## src/rtl/board_ctl_if.sv

```systemverilog
// Mouse/start inputs and registered board state of the tic-tac-toe controller.
// The controller takes the slave side; the video/mouse glue takes the master side.
interface board_ctl_if;
    logic [11:0] mouse_xpos;
    logic [11:0] mouse_ypos;
    logic        mouse_left;
    logic        start_btn;
    logic        start_en;
    logic [8:0]  square;
    logic [8:0]  owner;
    logic        player;
    logic        game_over;
    logic [1:0]  winner;

    modport master (
        output mouse_xpos, mouse_ypos, mouse_left, start_btn,
        input  start_en, square, owner, player, game_over, winner
    );

    modport slave (
        input  mouse_xpos, mouse_ypos, mouse_left, start_btn,
        output start_en, square, owner, player, game_over, winner
    );
endinterface

```

## src/rtl/board_ctl.sv

```systemverilog
// Tic-tac-toe game controller: maps mouse clicks to cells, tracks turns and
// detects win/draw. All outputs come straight from registers.
module board_ctl (
    input  logic        pclk,
    input  logic        rst,
    board_ctl_if.slave  io_bus
);
    typedef enum logic [2:0] {
        S_IDLE,
        S_PLAY,
        S_CHECK,
        S_WIN,
        S_DRAW
    } state_t;

    state_t     r_state;
    logic       r_left_q;
    logic       r_start_q;
    logic [8:0] r_square;
    logic [8:0] r_owner;
    logic       r_player;
    logic       r_start_en;
    logic       r_game_over;
    logic [1:0] r_winner;

    logic       w_click;
    logic       w_start;
    logic       w_restart;
    logic [1:0] w_col;
    logic [1:0] w_row;
    logic [3:0] w_idx;
    logic [8:0] w_cell;
    logic       w_onboard;
    logic       w_free;
    logic [8:0] w_pos;
    logic       w_win;
    logic       w_full;

    assign w_click = io_bus.mouse_left & ~r_left_q;
    assign w_start = io_bus.start_btn & ~r_start_q;
    // CHECK is a single evaluation cycle; a restart there would race the verdict
    assign w_restart = w_start && (r_state != S_CHECK);

    always_comb begin
        w_col = 2'd0;
        w_row = 2'd0;
        if (io_bus.mouse_xpos <= 12'd338)
            w_col = 2'd0;
        else if (io_bus.mouse_xpos <= 12'd679)
            w_col = 2'd1;
        else
            w_col = 2'd2;
        if (io_bus.mouse_ypos <= 12'd251)
            w_row = 2'd0;
        else if (io_bus.mouse_ypos <= 12'd507)
            w_row = 2'd1;
        else
            w_row = 2'd2;
    end

    assign w_onboard = (io_bus.mouse_xpos <= 12'd1023)
                    && (io_bus.mouse_ypos <= 12'd767);
    assign w_idx  = ({2'b00, w_row} * 4'd3) + {2'b00, w_col};
    assign w_cell = 9'd1 << w_idx;
    assign w_free = w_onboard && ((r_square & w_cell) == 9'd0);

    // Cells held by the side that just moved
    assign w_pos = r_square & (r_player ? r_owner : ~r_owner);
    assign w_win = (&w_pos[2:0]) | (&w_pos[5:3]) | (&w_pos[8:6])
                 | (w_pos[0] & w_pos[3] & w_pos[6])
                 | (w_pos[1] & w_pos[4] & w_pos[7])
                 | (w_pos[2] & w_pos[5] & w_pos[8])
                 | (w_pos[0] & w_pos[4] & w_pos[8])
                 | (w_pos[2] & w_pos[4] & w_pos[6]);
    assign w_full = &r_square;

    always_ff @(posedge pclk or posedge rst) begin
        if (rst) begin
            r_state     <= S_IDLE;
            r_left_q    <= 1'b0;
            r_start_q   <= 1'b0;
            r_square    <= 9'd0;
            r_owner     <= 9'd0;
            r_player    <= 1'b0;
            r_start_en  <= 1'b0;
            r_game_over <= 1'b0;
            r_winner    <= 2'b00;
        end else begin
            r_left_q  <= io_bus.mouse_left;
            r_start_q <= io_bus.start_btn;
            if (w_restart) begin
                r_state     <= S_PLAY;
                r_square    <= 9'd0;
                r_owner     <= 9'd0;
                r_player    <= 1'b0;
                r_start_en  <= 1'b1;
                r_game_over <= 1'b0;
                r_winner    <= 2'b00;
            end else begin
                unique case (r_state)
                    S_IDLE: begin
                        r_state <= S_IDLE;
                    end
                    S_PLAY: begin
                        if (w_click && w_free) begin
                            r_square <= r_square | w_cell;
                            if (r_player)
                                r_owner <= r_owner | w_cell;
                            else
                                r_owner <= r_owner & ~w_cell;
                            r_state <= S_CHECK;
                        end
                    end
                    S_CHECK: begin
                        if (w_win) begin
                            r_winner    <= r_player ? 2'b10 : 2'b01;
                            r_game_over <= 1'b1;
                            r_state     <= S_WIN;
                        end else if (w_full) begin
                            r_winner    <= 2'b11;
                            r_game_over <= 1'b1;
                            r_state     <= S_DRAW;
                        end else begin
                            r_player <= ~r_player;
                            r_state  <= S_PLAY;
                        end
                    end
                    S_WIN, S_DRAW: begin
                        r_state <= r_state;
                    end
                    default: begin
                        r_state <= S_IDLE;
                    end
                endcase
            end
        end
    end

    assign io_bus.start_en  = r_start_en;
    assign io_bus.square    = r_square;
    assign io_bus.owner     = r_owner;
    assign io_bus.player    = r_player;
    assign io_bus.game_over = r_game_over;
    assign io_bus.winner    = r_winner;
endmodule

```

## src/flat_wrapper.sv

```systemverilog
// flat-port wrapper written by rule: the top's interface ports become plain ports
module board_ctl_flat 
  (pclk, rst, io_bus_mouse_xpos, io_bus_mouse_ypos, io_bus_mouse_left, io_bus_start_btn, io_bus_start_en, io_bus_square, io_bus_owner, io_bus_player, io_bus_game_over, io_bus_winner);
  board_ctl_if io_bus_i ();
  input  logic pclk;
  input  logic rst;
  input wire logic [$bits(io_bus_i.mouse_xpos)-1:0] io_bus_mouse_xpos;
  input wire logic [$bits(io_bus_i.mouse_ypos)-1:0] io_bus_mouse_ypos;
  input wire logic [$bits(io_bus_i.mouse_left)-1:0] io_bus_mouse_left;
  input wire logic [$bits(io_bus_i.start_btn)-1:0] io_bus_start_btn;
  output wire logic [$bits(io_bus_i.start_en)-1:0] io_bus_start_en;
  output wire logic [$bits(io_bus_i.square)-1:0] io_bus_square;
  output wire logic [$bits(io_bus_i.owner)-1:0] io_bus_owner;
  output wire logic [$bits(io_bus_i.player)-1:0] io_bus_player;
  output wire logic [$bits(io_bus_i.game_over)-1:0] io_bus_game_over;
  output wire logic [$bits(io_bus_i.winner)-1:0] io_bus_winner;
  assign io_bus_i.mouse_xpos = io_bus_mouse_xpos;
  assign io_bus_i.mouse_ypos = io_bus_mouse_ypos;
  assign io_bus_i.mouse_left = io_bus_mouse_left;
  assign io_bus_i.start_btn = io_bus_start_btn;
  assign io_bus_start_en = io_bus_i.start_en;
  assign io_bus_square = io_bus_i.square;
  assign io_bus_owner = io_bus_i.owner;
  assign io_bus_player = io_bus_i.player;
  assign io_bus_game_over = io_bus_i.game_over;
  assign io_bus_winner = io_bus_i.winner;
  board_ctl u_core (.pclk(pclk), .rst(rst), .io_bus(io_bus_i));
endmodule
```

## config.mk

```make
export PLATFORM = sky130hd
export DESIGN_NAME = board_ctl_flat
export DESIGN_NICKNAME = d
export VERILOG_FILES = /design/src/rtl/board_ctl_if.sv /design/src/rtl/board_ctl.sv /design/src/flat_wrapper.sv
export SDC_FILE = /design/constraint.sdc
export NUM_CORES = 1
export LEC_CHECK = 0
export BUFFER_PORTS_ARGS = -buffer_cell sky130_fd_sc_hd__buf_4
export CORE_MARGIN = 8
export CORE_UTILIZATION = 55
export CTS_CLUSTER_SIZE = 20
export DETAILED_ROUTE_END_ITERATION = 8
export GPL_TIMING_DRIVEN = 0
export PLACE_DENSITY = 0.95
export SLEW_MARGIN = 20
export SYNTH_ARGS = -nofsm -noshare
export SYNTH_HDL_FRONTEND = slang
export SYNTH_SLANG_ARGS = --single-unit
```

## constraint.sdc

```tcl
create_clock -name pclk -period 3.9 [get_ports pclk]
set_input_delay 0.195 -clock pclk [delete_from_list [all_inputs] [get_ports pclk]]
set_output_delay 0.195 -clock pclk [all_outputs]
set_load 0.02 [all_outputs]
```

==> Word level (Yosys, flattened, before mapping) <==
Cells that the tools add are included.
{ "word_totals": {"out_inout_bits": 23, "register_bits": 28, "elab_cells": 104, "input_bits": 28} }
{ "classes": {"n_reduce_logical": 18, "n_bitwise": 29, "n_lt_le_gt_ge": 6, "n_addsub": 1, "shift": 1, "eq_ne": 9, "multipliers": 1, "muxes": 30} }
{ "ops": {"columns": ["op", "count"], "rows": [
  ["9-bit 2-to-1 mux", 8],
  ["12-bit by 10-bit less-or-equal comparator with 1-bit output (second input constant)", 3],
  ["9-bit bitwise AND", 3],
  ["12-bit by 9-bit less-or-equal comparator with 1-bit output (second input constant)", 2],
  ["2-bit 2-to-1 mux", 9],
  ["9-bit inverter", 2],
  ["9-bit bitwise OR", 2],
  ["1-bit bitwise AND", 12],
  ["12-bit by 8-bit less-or-equal comparator with 1-bit output (second input constant)", 1],
  ["3-bit 2-to-1 mux", 4],
  ["3-bit AND reduction", 4],
  ["9-bit logical NOT", 1],
  ["3-bit one-hot mux with 3 select lines", 1],
  ["9-bit AND reduction", 1],
  ["1-bit by 4-bit left shift with 9-bit output (first input constant)", 1],
  ["1-bit 2-to-1 mux", 8],
  ["1-bit bitwise OR", 7],
  ["3-bit by 2-bit equality test with 1-bit output (second input constant)", 2],
  ["2-bit by 1-bit inequality test with 1-bit output (second input constant)", 3],
  ["2-bit AND reduction", 3],
  ["2-bit nonzero test", 3],
  ["4-bit by 2-bit adder with 4-bit output", 1],
  ["1-bit logical AND", 4],
  ["2-bit by 2-bit multiplier with 4-bit output (second input constant)", 1],
  ["other kinds (7)", 9]
]} }

==> Depth between registers and ports, before layout <==
{ "logic_depth": {"word_depth": 14, "depth_mapped": 16, "depth_no_buf": 15} }

==> Worst setup path before layout <==
Ideal clock, no wire load.
{ "synth_path": {"kind": "input-to-reg", "start": "input io_bus_mouse_ypos[10]", "end": "register u_core.r_owner[2] (netlist: u_core.io_bus.owner[2])", "slack_ns": 0.128, "n_path_buf": 0, "arrival_ns": 3.645, "stages": 14, "t_required_ns": 3.773, "setup_time_ns": 0.127, "cell_sequence": "or3_2 -> a31oi_1 -> inv_1 -> nor2_1 -> inv_1 -> fa_1 -> nor2b_1 -> fa_1 -> nand2b_1 -> o21bai_1 -> or3_4 -> or4b_4 -> nand3_1 -> o31ai_2"} }
{ "synth_between": {"elab_chain_len": 12, "word_cells_on_any_way": 22, "cone_classes": "add/sub: 1; mul: 1; order compare: 3; shift: 1; mux: 6; bitwise: 4; reduce/logical: 6"} }
{ "synth_rtl": {"columns": ["item", "line", "source"], "rows": [
  ["start, declared", "flat_wrapper.sv:8", "input wire logic [$bits(io_bus_i.mouse_ypos)-1:0] io_bus_mouse_ypos;"],
  ["12-bit by 9-bit less-or-equal comparator with 1-bit output", "board_ctl.sv:55", "else if (io_bus.mouse_ypos <= 12'd507)"],
  ["2-bit 2-to-1 mux", "board_ctl.sv:55", null],
  ["2-bit 2-to-1 mux", "board_ctl.sv:53", "if (io_bus.mouse_ypos <= 12'd251)"],
  ["2-bit by 2-bit multiplier with 4-bit output", "board_ctl.sv:63", "assign w_idx = ({2'b00, w_row} * 4'd3) + {2'b00, w_col};"],
  ["4-bit by 2-bit adder with 4-bit output", "board_ctl.sv:63", null],
  ["1-bit by 4-bit left shift with 9-bit output", "board_ctl.sv:64", "assign w_cell = 9'd1 << w_idx;"],
  ["9-bit bitwise AND / 9-bit inverter (equally long branches)", "board_ctl.sv:65, board_ctl.sv:110", null],
  ["9-bit logical NOT / 9-bit bitwise AND (equally long branches)", "board_ctl.sv:65, board_ctl.sv:110", null],
  ["1-bit logical AND / 9-bit 2-to-1 mux (equally long branches)", "board_ctl.sv:65, board_ctl.sv:107", null],
  ["1-bit logical AND / 9-bit 2-to-1 mux (equally long branches)", "board_ctl.sv:105", "if (w_click && w_free) begin"],
  ["2-bit nonzero test (no line) / 9-bit 2-to-1 mux (equally long branches)", null, null],
  ["2-bit AND reduction (no line) / 9-bit 2-to-1 mux (equally long branches)", null, null],
  ["end signal, assigned", "board_ctl.sv:108", "r_owner <= r_owner | w_cell;"],
  ["end signal, assigned", "board_ctl.sv:110", "r_owner <= r_owner & ~w_cell;"],
  ["end, declared", "board_ctl.sv:20", "logic [8:0] r_owner;"]
]} }
Several ways; a longest one is shown, not always the timed one. The select of a mux whose other input is x is not followed.
A chain may end at the register's enable or synchronous reset.

==> Worst setup path in the final report <==
Ends and elaborated chain as after synthesis.

==> qor.csv <==
metric;value;unit
worstSetupStartpointType;input pin;
critical_path_class;input pin to register;
critPathArrivalTime;3.98;ns
io_buffers;50;
critPathRequiredTime;4.12;ns
hp-class;input pin to register;
dieWidth;72.1;µm
leakagePower;1.04;nW
antenna_cells;0;
r2r_start;u_core.io_bus.player;
finClkSkew;0.00694;ns
ys_types;46;
drive_gt1_share;28.4;%
firstDrtPassIters;4;
route.detailed.drc;0;
grt_pass1_vias;1750;
antenna_left;0;
clock_latency;0.33;ns
dpl_worst_slack;-0.311;ns
synth.largest_area_cell;dfrtp_1;
whs;0.383;ns
h-tree-depth;1;
power_per_cell_area;252;nW/µm²
worst_slack;0.146;ns
regArea;701;µm²
synthArstFlopShare;100;%
syn_avg_cell_area;8.73;µm²
vdd_drop_max;0.197;mV
rows;20;
track_usage;18.0;%
grt_overflow;0;
synth_seq_cells;28;
clockRootBuffer;clkbuf_4;
worstMarginPinSlew;0.715;ns
synthFlopType;dfrtp_1;
r2r_end;u_core.io_bus.player;
slew_headroom;51.7;%
dp_hpwl;3.61;mm
antenna_found_initial;0;
cp_num_cells;15;
cp.buffers_inverters;3;
die_h;72.1;µm
cts_buffers;3;
slowest_delay;0.53;ns
critPathCaptureType;register;
vias;1846;
coreArea;3030;µm²
area_delta_synth_final;32.3;%
start_util;57.1;%
drtIter0Drc;182;
critPathCapture;u_core.io_bus.owner[2];
ys_top_cells_by_count;dfrtp_1 (28), nor2_1 (25), nand2_1 (16);
clkSinkCount;28;
fin_util;75.6;%
wl;4.86;mm
synth_edf_count;0;
dpl_cell_area;2160;µm²
final_area;2290;µm²
cp-startpoint;io_bus_mouse_ypos[10];
clockBufferDepth;2;
synth.top_cell.area_share;40.5;%
fin_nets;290;
cts_tree;yes;
crit_fanout;7;
seq_area_frac_synth;40.5;%
min_period_over_period;96.3;%
crit_chain;buf_4, or3_2, a31oi_2, inv_1, nor2_2, inv_1, fa_1, nor2b_2, fa_2, nand2b_1, o21bai_1, or3_4, or4b_4, nand3_1, o31ai_2;
min_period;3.75;ns
synth_area_leaders;dfrtp_1 (41%), nor2_1 (5.4%), nand3_1 (4.3%), nand2_1 (3.5%), nand4_1 (3.3%);
synth_area;1730;µm²
synth_nets;230;
grt_setup_unrepaired;yes;
cpMostUsedCell;inv_1;
num_io_pins;51;
wl_per_cell;16.1;µm
via_per_inst;6.13;
drv_cap;0;
status;complete, no violations;
fmax;266;MHz
reg2regPathDepth;8;
hold_violations;0;
grt_first_pass_wirelength;7.79;mm
synth_cells;198;
dieArea;5190;µm²
num-fill-cells;239;
cpLargestDelayFamily;simple AND/OR/NAND/NOR gates;
r2r_slack;1.70;ns
multi_input_area;998;µm²
slew_violations;0;
globalplace.congestion;0.912;
clk_pin_slew;0.15;ns
synth.yosys.warnings;0;
grt_max_degree;29;
setup_viol;0;
cpMaxStageDelayCell;fa_1;
yosysMostFrequentCell;dfrtp_1;
layout make-up:
type / count / area share (%)
Tap cell: 44 / 2.41
Inverter: 8 / 1.31
Sequential cell: 28 / 30.6
Timing Repair Buffer: 55 / 18.4
Buffer: 7 / 1.37
Clock inverter: 1 / 1.31
Multi-Input combinational cell: 155 / 43.6
Clock buffer: 3 / 0.984
layout by cell type, fill, tap and decap left out, drive strengths merged, types with 2 or more instances in the layout:
| master | count |
|---|---|
| a211oi | 2 |
| a21o | 3 |
| a21oi | 9 |
| a221oi | 2 |
| and2 | 2 |
| and4 | 2 |
| buf | 55 |
| clkbuf | 7 |
| dfrtp | 28 |
| dlygate4sd3 | 3 |
| fa | 2 |
| ha | 2 |
| inv | 8 |
| mux2i | 4 |
| nand2 | 16 |
| nand2b | 8 |
| nand3 | 15 |
| nand4 | 9 |
| nand4bb | 2 |
| nor2 | 25 |
| nor2b | 3 |
| nor3 | 5 |
| nor4 | 5 |
| o2111ai | 2 |
| o21a | 2 |
| o21ai | 10 |
| o21bai | 2 |
| or3 | 2 |
| or4 | 7 |
kinds of logic (layout without fill, tap and decap cells):
kind of cell	after synthesis	count (layout)	share of synthesized area, %
XOR/XNOR	1	1	0.507
buffers and inverters	15	74	3.55
flip-flops	28	28	40.5
multiplexers	4	4	2.32
adder cells (fa/ha/maj)	4	4	3.76
AND/OR/NAND/NOR	106	106	33.9
AO/OA/AOI/OAI	40	40	15.4
metal layers:
metal,vias to the layer above,share of wire [%],track usage (%)
li1,857,-,-
met1,870,40,22.8
met2,101,49,29.5
met3,18,8.7,4.41
met4,0,2.6,5.44
met5,-,0,0
tightest hold or removal path, stage by stage:
cell and delay (ns):
buf_4 0.09, nor4_2 0.03, nand3_1 0.11, a211oi_1 0.09, nor2_1 0.10, o21bai_1 0.07
through the flow:
stage          setup TNS [ns]  total power (W)  std cells
2_1_floorplan               0         0.000346        198
3_3_place_gp           -0.996         0.000379        292
3_5_place_dp            -1.91         0.000381        292
4_1_cts                     0         0.000568        298
5_1_grt               -0.0499         0.000598        301
6_report                    0         0.000577        301
registers in the layout, summed over array words and instances, names as in the netlist:
register / flops
u_core.io_bus.owner: 9
u_core.io_bus.square: 9
u_core.r_state: 3
u_core.io_bus.winner: 2
u_core.io_bus.game_over: 1
u_core.io_bus.player: 1
u_core.io_bus.start_en: 1
u_core.r_left_q: 1
u_core.r_start_q: 1
where the power goes:
group | total [W] | internal [W] | leakage [nW] | switching, W
combinational | 0.0000910 | 0.0000439 | 0.633 | 0.0000471
clock | 0.000191 | 0.000104 | 0.0279 | 0.0000871
sequential | 0.000295 | 0.000293 | 0.379 | 0.00000194
total | 0.000577 | 0.000441 | 1.04 | 0.000136
worst min-delay path by stage:
stage                     startpoint                      end  cells past startpoint
6_report       io_bus_mouse_xpos[11]        u_core.r_state[1]                      6
5_1_grt        io_bus_mouse_xpos[11]        u_core.r_state[1]                      6
4_1_cts                          rst  u_core.io_bus.square[0]                      2
3_5_place_dp       io_bus_mouse_left          u_core.r_left_q                      1
3_3_place_gp       io_bus_mouse_left          u_core.r_left_q                      1
2_1_floorplan      io_bus_mouse_left          u_core.r_left_q                      0
what timing repair did:
| item | in CTS | in global routing |
|---|---|---|
| gates resized for setup | 0 | 7 |
| setup buffers | 0 | 2 |
| setup endpoints to repair | 0 | 12 |
| endpoints found under the hold margin | 2 | 28 |
| hold buffers | 2 | 1 |
(Power assumes the default switching activity.)
